`src/rtl/fifo_uart_tx.sv`:
```
// UART transmitter that pulls words from an upstream registered-read FIFO and
// sends each as a start bit, DATA_SIZE data bits LSB first, and one stop bit.
module fifo_uart_tx #(
    parameter int DATA_SIZE    = 8,
    parameter int CLKS_PER_BIT = 16
) (
    input  logic                 clock,
    input  logic                 reset,
    input  logic                 fifo_empty,
    input  logic [DATA_SIZE-1:0] fifo_data,
    output logic                 fifo_rd_enable,
    output logic                 tx,
    output logic                 busy,
    output logic                 tx_done
);

    localparam int BAUD_W = $clog2(CLKS_PER_BIT);
    localparam int IDX_W  = (DATA_SIZE > 1) ? $clog2(DATA_SIZE) : 1;
    localparam logic [BAUD_W-1:0] BAUD_LAST = BAUD_W'(CLKS_PER_BIT - 1);
    localparam logic [IDX_W-1:0]  IDX_LAST  = IDX_W'(DATA_SIZE - 1);

    typedef enum logic [2:0] {IDLE, FETCH, LOAD, START, DATA, STOP} state_t;

    state_t               state_q, state_d;
    logic [BAUD_W-1:0]    baud_q, baud_d;
    logic [IDX_W-1:0]     idx_q, idx_d;
    logic [DATA_SIZE-1:0] shift_q, shift_d;
    logic                 tx_q, tx_d;
    logic                 bit_end;

    assign bit_end        = (baud_q == BAUD_LAST);
    assign fifo_rd_enable = (state_q == FETCH);
    assign busy           = (state_q != IDLE);
    assign tx_done        = (state_q == STOP) && bit_end;
    assign tx             = tx_q;

    // tx_d is set one state early so the registered line changes exactly at the
    // edge that opens each bit period.
    always_comb begin
        state_d = state_q;
        baud_d  = baud_q;
        idx_d   = idx_q;
        shift_d = shift_q;
        tx_d    = tx_q;
        case (state_q)
            IDLE: begin
                baud_d = '0;
                idx_d  = '0;
                tx_d   = 1'b1;
                if (!fifo_empty) begin
                    state_d = FETCH;
                end
            end
            FETCH: begin
                state_d = LOAD;
            end
            LOAD: begin
                shift_d = fifo_data;
                tx_d    = 1'b0;
                state_d = START;
            end
            START: begin
                if (bit_end) begin
                    baud_d  = '0;
                    idx_d   = '0;
                    tx_d    = shift_q[0];
                    shift_d = shift_q >> 1;
                    state_d = DATA;
                end else begin
                    baud_d = baud_q + 1'b1;
                end
            end
            DATA: begin
                if (bit_end) begin
                    baud_d = '0;
                    if (idx_q == IDX_LAST) begin
                        tx_d    = 1'b1;
                        state_d = STOP;
                    end else begin
                        idx_d   = idx_q + 1'b1;
                        tx_d    = shift_q[0];
                        shift_d = shift_q >> 1;
                    end
                end else begin
                    baud_d = baud_q + 1'b1;
                end
            end
            STOP: begin
                if (bit_end) begin
                    baud_d  = '0;
                    state_d = IDLE;
                end else begin
                    baud_d = baud_q + 1'b1;
                end
            end
            default: begin
                state_d = IDLE;
            end
        endcase
    end

    always_ff @(posedge clock) begin
        if (reset) begin
            state_q <= IDLE;
            baud_q  <= '0;
            idx_q   <= '0;
            shift_q <= '0;
            tx_q    <= 1'b1;
        end else begin
            state_q <= state_d;
            baud_q  <= baud_d;
            idx_q   <= idx_d;
            shift_q <= shift_d;
            tx_q    <= tx_d;
        end
    end

endmodule

```
`config.mk`:
```
export PLATFORM = sky130hd
export DESIGN_NAME = fifo_uart_tx
export DESIGN_NICKNAME = d
export VERILOG_FILES = /design/src/rtl/fifo_uart_tx.sv
export SDC_FILE = /design/constraint.sdc
export NUM_CORES = 1
export LEC_CHECK = 0
export BUFFER_PORTS_ARGS = -buffer_cell sky130_fd_sc_hd__buf_2
export CORE_AREA = 2 2 49 51
export DETAILED_ROUTE_END_ITERATION = 8
export DIE_AREA = 0 0 51 53
export PLACE_DENSITY = 0.74
export SYNTH_ARGS = -nofsm -noshare
export SYNTH_HDL_FRONTEND = slang
export SYNTH_SLANG_ARGS = --single-unit
```
`constraint.sdc`:
```
create_clock -name clock -period 1.7 [get_ports clock]
set_clock_uncertainty 0.05 [all_clocks]
set_input_delay 0.085 -clock clock [delete_from_list [all_inputs] [get_ports clock]]
set_output_delay 0.085 -clock clock [all_outputs]
set_load 0.03 [all_outputs]
```
==> metrics.md <==
| Metric | Value |
|---|---|
| DRT Pass-1 Iters | `4` |
| Die Span Y | `53 µm` |
| Crit. End Element | `flop` |
| Final net count | `175` |
| Syn Inst Count | `141` |
| RSZ-0062 raised after global routing | `true` |
| Clock Sinks | `19` |
| Drt drc | `0` |
| Area growth from synthesis to layout | `17.5%` |
| Leak | `0.511 nW` |
| Worst setup SP type | `flop` |
| Met3 WL | `118 µm` |
| First DRT Iteration DRCs | `42` |
| Hold Startpoint | `reset` |
| Relative slew slack | `76.4%` |
| Library cells used by synthesis | `39` |
| Run status | `completed` |
| Core Area | `2150 µm²` |
| Reg area | `384 µm²` |
| Largest net degree at the start of global routing | `20` |
| Post-route minimum period | `1.62 ns` |
| DR top layer | `met3` |
| Worst-Margin Slew | `0.344 ns` |
| Commonest non-fill, non-tap cell in the layout | `a21oi_1` |
| Die area | `2700 µm²` |
| Most used DFF post-synth | `dfxtp_1` |
| Clock Path Buffers | `2` |
| CP peak stage delay | `0.41 ns` |
| Number of flops mapped to enable cells by yosys | `0` |
| Gr usage total | `21.6%` |
| Vias in the first global route | `974` |
| Overall routed net length | `2580 µm` |
| Grt ovf | `0` |
| Max-slew violations | `0` |
| Multi-input gate area | `726 µm²` |
| M1 WL | `1250 µm` |
| Worst Reg-to-Reg Cells | `5` |
| Clock latency on the worst-skew pair | `0.30 ns` |
| Placed instance area | `1240 µm²` |
| Commonest non-fill, non-tap cells in the layout | `a21oi_1 (17), dfxtp_1 (16), buf_2 (14), o21ai_0 (12)` |
| Port Buffer Count | `14` |
| CP required | `1.89 ns` |
| Final hold viol count | `0` |
| Num ports | `15` |
| Root Driver | `clkbuf_4` |
| Htree depth | `1` |
| Hold Path Class | `in2reg` |
| Critical path cell sequence | `or3b_4 -> buf_6 -> o21ai_4 -> o211ai_1 -> a21oi_1` |
| VDD IR max | `0.529 mV` |
| Post-Layout Inst Area | `1340 µm²` |
| Mapped Nets | `155` |
| Final period utilization | `95.3%` |
| Antenna viol nets, final | `0` |
| Row Count | `17` |
| Avg Synthesized Cell Area | `8.08 µm²` |
| First-pass GRT wire length | `4400 µm` |
| CP max FO | `18` |
| Post-detailed-route via-to-cell ratio | `5.80` |
| Worst-path clk slew | `0.12 ns` |
| Initial core utilization | `53.1%` |
| Worst hold stages | `2` |
| Initial antenna violation count | `0` |
| Power Density | `705 nW/µm²` |
| Seq/Total Area, Yosys | `33.4%` |
| Mapped cell area | `1140 µm²` |
| Slowest CP cell | `or3b_4` |
| Synthesized flop and latch total | `19` |
| WP data arrival | `1.81 ns` |
| Fillers | `206` |
| CP Class | `reg2reg` |
| DP HPWL | `1750 µm` |
| Worst slack, placed | `0.0291 ns` |
| GP Congestion | `0.857` |
| FF-to-FF Start | `state_q[2]$_SDFFE_PP0P_` |
| Fmax | `617 MHz` |
| Max cap viols | `0` |
| CTS tree | `yes` |
| Post-synth ARST share | `0%` |
| Layout cells sized above 1 | `23.1%` |
| Critical Path Start | `state_q[2]$_SDFFE_PP0P_` |
| WL/cell | `13.7 µm` |
| Met2 wire length | `1210 µm` |
| Number of inserted diodes | `0` |
| Die W | `51 µm` |
| Yosys warns | `0` |
| CTS Buf Count | `3` |
| Final setup vio count | `0` |
| Setup WS post-layout | `0.0805 ns` |
| DR vias | `1,091` |
| Power, Total | `0.000944 W` |
metrics by stage:
step	hold WS, ns	cells	util (%)	TNS [ns]
finish	0.102	188	62.3	0
global route	0.111	188	62.3	-0.00664
CTS	0.0904	185	59.6	0
detailed placement	0.325	180	57.8	0
global placement	0.309	180	57.8	0
floorplan	0.199	141	-	0
layer usage:
layer  track usage, %  up-vias
met4             8.11        0
met2             30.5       28
met5                0        -
li1                 -      559
met3             5.08        0
met1             31.4      504
report_power, final:
group          total (W)  switching [W]  leakage [nW]  internal, W
registers       0.000482      0.0000131         0.156     0.000469
clock network   0.000236       0.000148        0.0177    0.0000877
logic           0.000226       0.000135         0.337    0.0000907
total           0.000944       0.000296         0.511     0.000647
final timing paths:
| path | to | slack (ns) |
|---|---|---|
| max | shift_q[0]$_SDFFE_PP0P_ | 0.08 |
| min | state_q[2]$_SDFFE_PP0P_ | 0.10 |
| max reg2reg | shift_q[0]$_SDFFE_PP0P_ | 0.08 |
| min reg2reg | idx_q[2]$_SDFFE_PP0P_ | 0.42 |
registers in the layout, summed over array words and instances (netlist names):
signal,flops
idx_q,3
state_q,3
tx,1
baud_q,4
shift_q,8
repair_timing:
item / CTS / global route
endpoints found under the hold margin: 1 / 0
setup endpoints to repair: 1 / 13
gates cloned: 0 / 1
resized for setup: 1 / 10
hold buffers: 1 / 0
buffers inserted: 0 / 2
pin swaps: 0 / 4
logic make-up (layout without fill, tap and decap cells):
group / Yosys count / after routing / share of synthesized area [%]
XOR/XNOR: 1 / 1 / 0.769
buffers and inverters: 13 / 31 / 5.82
flip-flops: 19 / 19 / 33.4
AND/OR/NAND/NOR: 47 / 47 / 22.1
multiplexers: 3 / 3 / 2.63
adder cells (fa/ha/maj): 3 / 3 / 3.29
AO/OA/AOI/OAI: 55 / 56 / 32.1
synthesized netlist by cell type, types with 2 or more instances:
cell type | count | area [µm²]
a21oi_1 | 17 | 85.1
ha_1 | 3 | 37.5
dfxtp_1 | 19 | 380
buf_6 | 2 | 22.5
inv_1 | 3 | 11.3
nand2b_1 | 3 | 18.8
buf_2 | 2 | 10.0
and3_1 | 10 | 62.6
clkbuf_1 | 6 | 22.5
o21ai_0 | 12 | 60.1
nand3_1 | 3 | 15.0
nor2_1 | 10 | 37.5
o211ai_1 | 8 | 60.1
mux2i_1 | 3 | 30.0
a21boi_0 | 7 | 52.6
nand2_1 | 8 | 30.0
or3_1 | 3 | 18.8
worst max-delay path: cells and delay by family (launching register included):
family | cells | cell delay [ns]
AOI/OAI and AO/OA | 3 | 0.53
DFF | 1 | 0.39
buffers and inverters | 1 | 0.18
and+or+nand+nor | 1 | 0.41
layout make-up:
| type | instances | area share (%) |
|---|---|---|
| Clock buffer | 3 | 1.68 |
| Clock inverter | 1 | 0.374 |
| Inverter | 3 | 0.841 |
| Multi-Input combinational cell | 110 | 54.2 |
| Sequential cell | 19 | 28.7 |
| Tap cell | 28 | 2.62 |
| Timing Repair Buffer | 24 | 11.6 |
Power figures use the tool's default switching activity.
